## config.mk

```make
export PLATFORM = sky130hd
export DESIGN_NAME = bf_program_loader_flat
export DESIGN_NICKNAME = d
export VERILOG_FILES = /design/src/rtl/bf_program_loader_pkg.sv /design/src/rtl/bf_program_loader_if.sv /design/src/rtl/bf_program_loader_char_decode.sv /design/src/rtl/bf_program_loader.sv /design/src/flat_wrapper.sv
export SDC_FILE = /design/constraint.sdc
export NUM_CORES = 1
export LEC_CHECK = 0
export BUFFER_PORTS_ARGS = -buffer_cell sky130_fd_sc_hd__clkbuf_2
export CORE_MARGIN = 5
export CORE_UTILIZATION = 56
export CTS_CLUSTER_SIZE = 24
export DETAILED_ROUTE_END_ITERATION = 10
export HOLD_SLACK_MARGIN = 0.05
export PLACE_DENSITY = 0.85
export SLEW_MARGIN = 15
export SYNTH_ARGS = -nofsm -noshare
export SYNTH_HDL_FRONTEND = slang
export SYNTH_SLANG_ARGS = --single-unit
```

## constraint.sdc

```tcl
create_clock -name clk -period 2.61 [get_ports clk]
set_input_delay 0.3915 -clock clk [delete_from_list [all_inputs] [get_ports clk]]
set_output_delay 0.3915 -clock clk [all_outputs]
set_load 0.05 [all_outputs]
```

## src/rtl/bf_program_loader_pkg.sv

```systemverilog
// Shared types for the Brainfuck program loader: the 4-bit opcode encoding
// (common with the control FSM) and the loader state encoding.
package bf_program_loader_pkg;

  typedef enum logic [3:0] {
    OP_HALT = 4'd0,
    OP_INC  = 4'd1,  // '>'
    OP_DEC  = 4'd2,  // '<'
    OP_ADD  = 4'd3,  // '+'
    OP_SUB  = 4'd4,  // '-'
    OP_OUT  = 4'd5,  // '.'
    OP_IN   = 4'd6,  // ','
    OP_JMP  = 4'd7,  // '['
    OP_JBK  = 4'd8   // ']'
  } opcode_e;

  typedef enum logic [2:0] {
    ST_LOAD  = 3'd0,
    ST_TERM  = 3'd1,
    ST_DONE  = 3'd2,
    ST_ERROR = 3'd3
  } state_e;

  localparam int CHAR_W = 8;

endpackage

```

## src/rtl/bf_program_loader_if.sv

```systemverilog
// Character-source / pmemory-write bundle of the program loader.
// master = the source feeding characters; slave = the loader itself.
interface bf_program_loader_if #(
  parameter int ADDR_W = 16
);
  logic [7:0]        char_in;
  logic              char_valid;
  logic              char_ready;
  logic              end_in;
  logic              restart;
  logic [ADDR_W-1:0] pm_addr;
  logic [3:0]        pm_data;
  logic              pm_wren;
  logic              input_done;
  logic [ADDR_W-1:0] prog_len;
  logic              err_overflow;
  logic              err_bracket;

  modport master (
    output char_in, char_valid, end_in, restart,
    input  char_ready, pm_addr, pm_data, pm_wren, input_done, prog_len,
           err_overflow, err_bracket
  );

  modport slave (
    input  char_in, char_valid, end_in, restart,
    output char_ready, pm_addr, pm_data, pm_wren, input_done, prog_len,
           err_overflow, err_bracket
  );
endinterface

```

## src/rtl/bf_program_loader_char_decode.sv

```systemverilog
// Combinational ASCII -> opcode decoder; is_cmd_o flags the eight command
// characters, everything else is a comment.
module bf_char_decode
  import bf_program_loader_pkg::*;
(
  input  logic [CHAR_W-1:0] char_i,
  output logic              is_cmd_o,
  output opcode_e           opcode_o
);

  always_comb begin
    // NOTE: every output gets a default first so no path leaves it unassigned (no latch).
    is_cmd_o = 1'b1;
    opcode_o = OP_HALT;
    unique case (char_i)
      8'h3E:   opcode_o = OP_INC;
      8'h3C:   opcode_o = OP_DEC;
      8'h2B:   opcode_o = OP_ADD;
      8'h2D:   opcode_o = OP_SUB;
      8'h2E:   opcode_o = OP_OUT;
      8'h2C:   opcode_o = OP_IN;
      8'h5B:   opcode_o = OP_JMP;
      8'h5D:   opcode_o = OP_JBK;
      default: is_cmd_o = 1'b0;
    endcase
  end

endmodule

```

## src/rtl/bf_program_loader.sv

```systemverilog
// Brainfuck program loader: filters and encodes source characters into
// consecutive pmemory words, appends HALT and checks bracket balance.
module bf_program_loader
  import bf_program_loader_pkg::*;
#(
  parameter int ADDR_W = 16,
  parameter int DEPTH  = 65536,
  parameter int NEST_W = 8
) (
  input  logic                clk,
  input  logic                rst_n,
  bf_program_loader_if.slave  bus
);

  localparam logic [ADDR_W-1:0] LAST_SLOT = ADDR_W'(DEPTH - 1);
  localparam logic [NEST_W-1:0] MAX_NEST  = {NEST_W{1'b1}};

  state_e            state_q;
  logic [ADDR_W-1:0] wptr_q;
  logic [NEST_W-1:0] depth_q;
  logic [ADDR_W-1:0] pm_addr_q;
  logic [3:0]        pm_data_q;
  logic              pm_wren_q;
  logic              input_done_q;
  logic [ADDR_W-1:0] prog_len_q;
  logic              err_overflow_q;
  logic              err_bracket_q;

  logic              is_cmd;
  opcode_e           opcode;
  logic              xfer;

  bf_char_decode u_decode (
    .char_i   (bus.char_in),
    .is_cmd_o (is_cmd),
    .opcode_o (opcode)
  );

  assign xfer = bus.char_valid && (state_q == ST_LOAD);

  // NOTE: sequential state uses non-blocking assignments so all registers update together.
  always_ff @(posedge clk or negedge rst_n) begin
    if (!rst_n) begin
      state_q        <= ST_LOAD;
      wptr_q         <= '0;
      depth_q        <= '0;
      pm_addr_q      <= '0;
      pm_data_q      <= '0;
      pm_wren_q      <= 1'b0;
      input_done_q   <= 1'b0;
      prog_len_q     <= '0;
      err_overflow_q <= 1'b0;
      err_bracket_q  <= 1'b0;
    end else begin
      pm_wren_q <= 1'b0;
      unique case (state_q)
        ST_LOAD: begin
          if (xfer && is_cmd) begin
            // A character error takes priority over a coincident end_in.
            if (wptr_q == LAST_SLOT) begin
              err_overflow_q <= 1'b1;
              state_q        <= ST_ERROR;
            end else if ((opcode == OP_JBK && depth_q == '0) ||
                         (opcode == OP_JMP && depth_q == MAX_NEST)) begin
              err_bracket_q <= 1'b1;
              state_q       <= ST_ERROR;
            end else begin
              pm_addr_q <= wptr_q;
              pm_data_q <= opcode;
              pm_wren_q <= 1'b1;
              wptr_q    <= wptr_q + ADDR_W'(1);
              if (opcode == OP_JMP) depth_q <= depth_q + NEST_W'(1);
              if (opcode == OP_JBK) depth_q <= depth_q - NEST_W'(1);
              if (bus.end_in) state_q <= ST_TERM;
            end
          end else if (bus.end_in) begin
            state_q <= ST_TERM;
          end
        end
        ST_TERM: begin
          pm_addr_q  <= wptr_q;
          pm_data_q  <= OP_HALT;
          pm_wren_q  <= 1'b1;
          prog_len_q <= wptr_q;
          if (depth_q != '0) begin
            err_bracket_q <= 1'b1;
            state_q       <= ST_ERROR;
          end else begin
            input_done_q <= 1'b1;
            state_q      <= ST_DONE;
          end
        end
        ST_DONE, ST_ERROR: begin
          if (bus.restart) begin
            state_q        <= ST_LOAD;
            wptr_q         <= '0;
            depth_q        <= '0;
            prog_len_q     <= '0;
            err_overflow_q <= 1'b0;
            err_bracket_q  <= 1'b0;
            input_done_q   <= 1'b0;
          end
        end
        default: state_q <= ST_LOAD;
      endcase
    end
  end

  assign bus.char_ready   = (state_q == ST_LOAD);
  assign bus.pm_addr      = pm_addr_q;
  assign bus.pm_data      = pm_data_q;
  assign bus.pm_wren      = pm_wren_q;
  assign bus.input_done   = input_done_q;
  assign bus.prog_len     = prog_len_q;
  assign bus.err_overflow = err_overflow_q;
  assign bus.err_bracket  = err_bracket_q;

endmodule

```

## src/flat_wrapper.sv

```systemverilog
// flat-port wrapper written by rule: the top's interface ports become plain ports
module bf_program_loader_flat import bf_program_loader_pkg::*;
#(
  parameter int ADDR_W = 16,
  parameter int DEPTH  = 65536,
  parameter int NEST_W = 8
)
  (clk, rst_n, bus_char_in, bus_char_valid, bus_end_in, bus_restart, bus_char_ready, bus_pm_addr, bus_pm_data, bus_pm_wren, bus_input_done, bus_prog_len, bus_err_overflow, bus_err_bracket);
  bf_program_loader_if #(.ADDR_W(ADDR_W)) bus_i ();
  input  logic clk;
  input  logic rst_n;
  input wire logic [$bits(bus_i.char_in)-1:0] bus_char_in;
  input wire logic [$bits(bus_i.char_valid)-1:0] bus_char_valid;
  input wire logic [$bits(bus_i.end_in)-1:0] bus_end_in;
  input wire logic [$bits(bus_i.restart)-1:0] bus_restart;
  output wire logic [$bits(bus_i.char_ready)-1:0] bus_char_ready;
  output wire logic [$bits(bus_i.pm_addr)-1:0] bus_pm_addr;
  output wire logic [$bits(bus_i.pm_data)-1:0] bus_pm_data;
  output wire logic [$bits(bus_i.pm_wren)-1:0] bus_pm_wren;
  output wire logic [$bits(bus_i.input_done)-1:0] bus_input_done;
  output wire logic [$bits(bus_i.prog_len)-1:0] bus_prog_len;
  output wire logic [$bits(bus_i.err_overflow)-1:0] bus_err_overflow;
  output wire logic [$bits(bus_i.err_bracket)-1:0] bus_err_bracket;
  assign bus_i.char_in = bus_char_in;
  assign bus_i.char_valid = bus_char_valid;
  assign bus_i.end_in = bus_end_in;
  assign bus_i.restart = bus_restart;
  assign bus_char_ready = bus_i.char_ready;
  assign bus_pm_addr = bus_i.pm_addr;
  assign bus_pm_data = bus_i.pm_data;
  assign bus_pm_wren = bus_i.pm_wren;
  assign bus_input_done = bus_i.input_done;
  assign bus_prog_len = bus_i.prog_len;
  assign bus_err_overflow = bus_i.err_overflow;
  assign bus_err_bracket = bus_i.err_bracket;
  bf_program_loader #(.ADDR_W(ADDR_W), .DEPTH(DEPTH), .NEST_W(NEST_W)) u_core (.clk(clk), .rst_n(rst_n), .bus(bus_i));
endmodule
```

==> flow_metrics.tcl, run 1 <==
set metrics [dict create \
    cp.buffers_inverters 1 \
    yosys-top-cells-area "dfrtp_1 49%, mux2_4 3.9%, a22o_1 3.8%" \
    synth_simple_gate_area_frac 0.189 \
    grt-ovfl-total 0 \
    pwr_density_cell_nw_per_um2 706 \
    muxShareOfSynthArea 0.0657 \
    place_ws_ps -71.4 \
    grt_pass1_wl_um 13700 \
    min_period_ps 2320 \
    path_clk_slew_ps 70 \
    path_cells "clkbuf_2 -> and3b_1 -> nand3_1 -> nor2_4 -> ha_1 -> a21oi_1 -> o211ai_1 -> o41ai_1 -> xor2_1 -> or4_1 -> nand3_1" \
    maxSlewHeadroom 0.584 \
    ctsResizeCount 0 \
    worstHoldPathType "in -> async" \
    async_flop_share 1.00 \
    cts_buffers 9 \
    cp-start-kind "input port" \
    diodes 0 \
    grt_pass1_vias 2891 \
    rows 28 \
    syn_inst 323 \
    synth_top_family_by_area "simple AND/OR/NAND/NOR gates" \
    crit_path_end "u_core.depth_q[7]" \
    max-vdd-ir-drop_mv 0.710 \
    tritoncts "yes" \
    synth_ff_type "dfrtp_1" \
    outcome "finished clean" \
    synth_enable_flop_cells 0 \
    io-pin-count 54 \
    cp-startpoint "bus_char_in[5]" \
    cp.depth 11 \
    routed_wl_um 8300 \
    synth.top_cell.area_share 0.489 \
    worstMarginPinSlew_ps 624 \
    vias_per_cell 6.26 \
    cts_setup_buffers 0 \
    ys_seq_elements 67 \
    synth_compound_area_frac 0.178 \
    reg2reg_to "u_core.bus.pm_addr[11]" \
    port_buffers 53 \
    cp_common_cell "nand3_1" \
    rr_startpoint "u_core.depth_q[1]" \
    netlist_area_um2 3430 \
    die_x_um 88.3 \
    cts_max_level 3 \
    clockRootBuffer "clkbuf_8" \
    worst_path_max_delay_cell "or4_1" \
    synthToLayoutAreaGrowth_pct 18.1 \
    slowest_delay_ps 410 \
    grt_max_degree 43 \
    wire_per_inst_um 17.7 \
    hold_buffers 0 \
    p_total_w 0.00286 \
    die_h_um 88.3 \
    place_hpwl_um 5880 \
    gr-usage-met1 0.313 \
    nNetsFinal 412 \
    hold_violations 0 \
    num_vias 2944 \
    synth-xor-area-share 0.0179 \
    ant_nets 0 \
    gr-usage-met3 0.0577 \
    synth.avg_cell_area_um2 10.6 \
    path_delay_family "simple AND/OR/NAND/NOR gates" \
    synth_top_area_cell "dfrtp_1" \
    core-area_um2 5920 \
    grt_usage 0.227 \
    worst_slack_ps 288 \
    setup_viol 0 \
    power_leakage_nw 1.91 \
    cp.arrival_ps 2600 \
    yosysUniqueCellTypes 56 \
    max-cap-violations 0 \
    numClockSinks 67 \
    r2r_cells 6 \
    gp_congestion 0.899 \
    layout-drive-gt1-share 0.289 \
    die_area_um2 7790 \
    antenna_found_initial 0 \
    drv_slew 0 \
    ys_seq_area_frac 0.489 \
    start_util 0.579 \
    cts.path.max_buffers 2 \
    drt_first_pass_iters 5 \
    synth_fa_ha_area_frac 0.0314 \
    clk_latency_ps 350 \
    synth_warnings 0 \
    use_met2 0.347 \
    endpoint_kind "flop" \
    worstSetupPathType "in -> reg" \
    grt.busiest_layer "met2" \
    rrSetupSlack_ps 310 \
    drc 0 \
    dr.first_iter.drc_count 285 \
    syn_nets 344 \
    critPathMaxFanout 5 \
    crit_required_ps 2890 \
    rsz0062_at_grt "no" \
    fin_worst_skew_ps 8.37 \
    post-route-period-util 0.890 \
    clock.fmax_mhz 431 \
]
-- placed cells by master, fill, tap and decap left out, types with 6 or more instances in the layout --
master	synthesis	layout
a21oi_1	13	13
a22o_1	15	15
buf_4	0	18
clkbuf_2	0	52
clkbuf_8	0	12
dfrtp_1	67	67
ha_1	7	7
mux2_2	8	8
mux2_4	9	9
nand2_1	21	21
nand3_1	23	23
nand4_1	6	6
nor2_1	20	19
nor3_1	6	6
o211ai_1	6	6
o21ai_0	22	21
o31ai_1	10	10
or4_1	9	9
-- registers in the layout (all words and copies together) (netlist names) --
register                 cells
u_core.bus.input_done        1
u_core.bus.prog_len         16
u_core.wptr_q               16
u_core.depth_q               8
u_core.bus.pm_wren           1
u_core.bus.pm_data           4
u_core.state_q               3
u_core.bus.pm_addr          16
u_core.bus.err_bracket       1
u_core.bus.err_overflow      1
-- how the worst min path moves through the flow --
stage / endpoint / depth (start not counted)
floorplan: u_core.bus.err_bracket / 0
global placement: u_core.bus.pm_wren / 1
detailed placement: u_core.bus.pm_wren / 1
CTS: u_core.depth_q[6] / 1
global route: u_core.depth_q[5] / 1
finish: u_core.depth_q[6] / 1
-- synth_stat cells, drive strengths merged (4+ instances only) --
library cell  number
dfrtp             67
nand3             23
nand2             22
o21ai             22
nor2              20
mux2              17
a22o              15
a21oi             13
o31ai             10
or4               10
buf                8
nor3               8
clkbuf             7
ha                 7
nand4              6
o211ai             6
inv                5
xor2               5
nor3b              4
-- stage by stage --
stage	setup TNS [ps]	hold WS [ps]	util	std cells	instance area, µm²
finish	0	58.0	0.684	470	4050
global placement	0	448	0.654	455	3870
floorplan	0	95.9	-	323	3440
global route	0	93.0	0.684	470	4050
detailed placement	-71.4	439	0.654	455	3870
CTS	0	66.2	0.684	470	4050
-- report_power, final --
group | internal, W | switching [W]
Combinational | 0.000236 | 0.000583
Sequential | 0.00116 | 0.000104
Clock | 0.000414 | 0.000363
Total | 0.00181 | 0.00105
-- logic make-up after synthesis --
| group | Yosys count |
|---|---|
| simple gates | 115 |
| mux | 17 |
| other cells | 1 |
| buf+inv | 20 |
| fa+ha+maj | 8 |
| xor+xnor | 7 |
| compound gates | 88 |
| flops | 67 |
-- area by class of cell --
| class | count | area (µm²) |
|---|---|---|
| tap | 75 | 93.8 |
| inverter | 5 | 18.8 |
| clock inverter | 2 | 10.0 |
| timing repair buffer | 72 | 420 |
| multi-input combinational | 236 | 1660 |
| clock buffer | 13 | 169 |
| sequential | 67 | 1680 |
| fill | 457 | 1870 |
-- metal layers --
| layer | vias up | routed length [µm] |
|---|---|---|
| met1 | 1421 | 3610 |
| li1 | 1361 | - |
| met3 | 21 | 705 |
| met2 | 141 | 3840 |
| met5 | - | 0 |
| met4 | 0 | 148 |
Power figures use the tool's default switching activity.
==> run 2, diff against run 1 <==
- HOLD_SLACK_MARGIN: 0.05 -> 0.1
- MAX_ROUTING_LAYER: not set -> met4
==> run 2 against run 1 <==
Compared with the run above: sequential power is essentially flat; die area is the same; core utilization shrank 0.17 points; combinational power shrank 0.9%; design area shrank 0.25%; largest cell class unchanged.
==> flow_metrics.tcl, run 2 (synthesis results as in run 1) <==
set metrics [dict create \
    grt_pass1_vias 2913 \
    path_cells "clkbuf_2 -> and3b_1 -> nand3_1 -> nor2_4 -> ha_1 -> a21oi_1 -> o211ai_1 -> o41ai_1 -> xor2_1 -> or4_1 -> nand3_1" \
    fin_worst_skew_ps 4.55 \
    final_cell_mix "67 x dfrtp_1, 52 x clkbuf_2, 23 x nand3_1" \
    drv_slew 0 \
    path_clk_slew_ps 70 \
    routed_wl_um 8360 \
    max-vdd-ir-drop_mv 0.576 \
    ant_nets 0 \
    cp.buffers_inverters 1 \
    clk_latency_ps 340 \
    dr.first_iter.drc_count 277 \
    cp-start-kind "input port" \
    clock.fmax_mhz 411 \
    hold_buffers 1 \
    drt_first_pass_iters 5 \
    num_vias 2945 \
    die_h_um 88.3 \
    cts_max_level 3 \
    worstMarginPinSlew_ps 754 \
    maxSlewHeadroom 0.497 \
    worst_path_max_delay_cell "or4_1" \
    drc 0 \
    diodes 0 \
    cts_buffers 9 \
    synthToLayoutAreaGrowth_pct 17.8 \
    slowest_delay_ps 440 \
    antenna_found_initial 0 \
    crit_required_ps 2890 \
    min_period_ps 2430 \
    final_util 0.683 \
    die_area_um2 7790 \
    numClockSinks 67 \
    grt_pass1_wl_um 14100 \
    nNetsFinal 412 \
    hold_slack_ps 352 \
    cp_common_cell "nand3_1" \
    io-pin-count 54 \
    cp.arrival_ps 2710 \
    cts_setup_buffers 0 \
    gp_congestion 0.924 \
    vias_per_cell 6.28 \
    post-route-period-util 0.931 \
    critPathMaxFanout 6 \
    outcome "finished clean" \
    ctsResizeCount 0 \
    cts.path.max_buffers 2 \
    power_leakage_nw 1.90 \
    pwr_density_cell_nw_per_um2 702 \
    path_delay_family "simple AND/OR/NAND/NOR gates" \
    endpoint_kind "flop" \
    rows 28 \
    die_x_um 88.3 \
    fin_tns_setup_ps 0 \
    final_common_cell "dfrtp_1" \
    layout-drive-gt1-share 0.287 \
    setup_viol 0 \
    rsz0062_at_grt "no" \
    max-cap-violations 0 \
    worstHoldPathType "in -> reg" \
    core-area_um2 5920 \
    port_buffers 53 \
    worstSetupPathType "in -> reg" \
    grt-ovfl-total 0 \
    clockRootBuffer "clkbuf_8" \
    tritoncts "yes" \
    hold_violations 0 \
    start_util 0.579 \
    wire_per_inst_um 17.8 \
    grt_max_degree 68 \
    place_hpwl_um 5780 \
    grt_usage 0.244 \
]
==> run 2: cell types whose count changed in the layout (fill, tap and decap cells not counted) <==
cell           delta
buf_4             -1
clkbuf_1          -1
clkbuf_8          -1
clkinv_2          +1
dlygate4sd3_1     +1
o21ai_0           +1
o21ai_1           -1
==> run 2: area by class of cell <==
| cell class | count | area [µm²] |
|---|---|---|
| well taps | 75 | 93.8 |
| flip-flops and latches | 67 | 1680 |
| multi-input cells | 236 | 1660 |
| repair buffers | 72 | 423 |
| fillers | 465 | 1880 |
| clock inverters | 3 | 15.0 |
| inverters | 5 | 18.8 |
| clock buffers | 11 | 151 |
==> run 2: tightest hold or removal path, stage by stage <==
cell	delay, ps
clkbuf_2	100
nand4b_1	100
a21oi_1	60
==> run 2: path summary, 6_finish.rpt <==
kind | depth (start not counted) | start | slack [ps] | to
max | 11 | bus_char_in[5] | 180 | u_core.depth_q[7]
min | 3 | bus_char_valid | 350 | u_core.bus.err_bracket
max reg2reg | 7 | u_core.wptr_q[0] | 270 | u_core.wptr_q[10]
min reg2reg | 1 | u_core.bus.prog_len[13] | 500 | u_core.bus.prog_len[13]
max in group asynchronous | 3 | rst_n | 1730 | u_core.bus.pm_addr[1]
min in group asynchronous | 3 | rst_n | 590 | u_core.bus.pm_addr[10]
==> run 2: per-layer routing <==
| metal | global-route usage | routed length, µm |
|---|---|---|
| met5 | - | 0 |
| met3 | 0.0493 | 657 |
| met1 | 0.331 | 3710 |
| met2 | 0.360 | 3830 |
| met4 | 0.0975 | 159 |
==> run 2: through the flow <==
step | setup WS, ps | area, µm² | std cells | power, W
6_report | 179 | 4040 | 469 | 0.00284
4_1_cts | 181 | 4040 | 469 | 0.00285
2_1_floorplan | 33.7 | 3440 | 323 | 0.00185
3_5_place_dp | -180 | 3860 | 454 | 0.00209
3_3_place_gp | 24.7 | 3860 | 454 | 0.00207
5_1_grt | 13.1 | 4040 | 469 | 0.00296
==> run 2: where the power goes <==
part | leakage [nW] | switching (W) | total (W) | internal [W]
clock network | 0.0908 | 0.000384 | 0.000765 | 0.000381
logic | 0.901 | 0.000582 | 0.000811 | 0.000229
registers | 0.908 | 0.000103 | 0.00126 | 0.00116
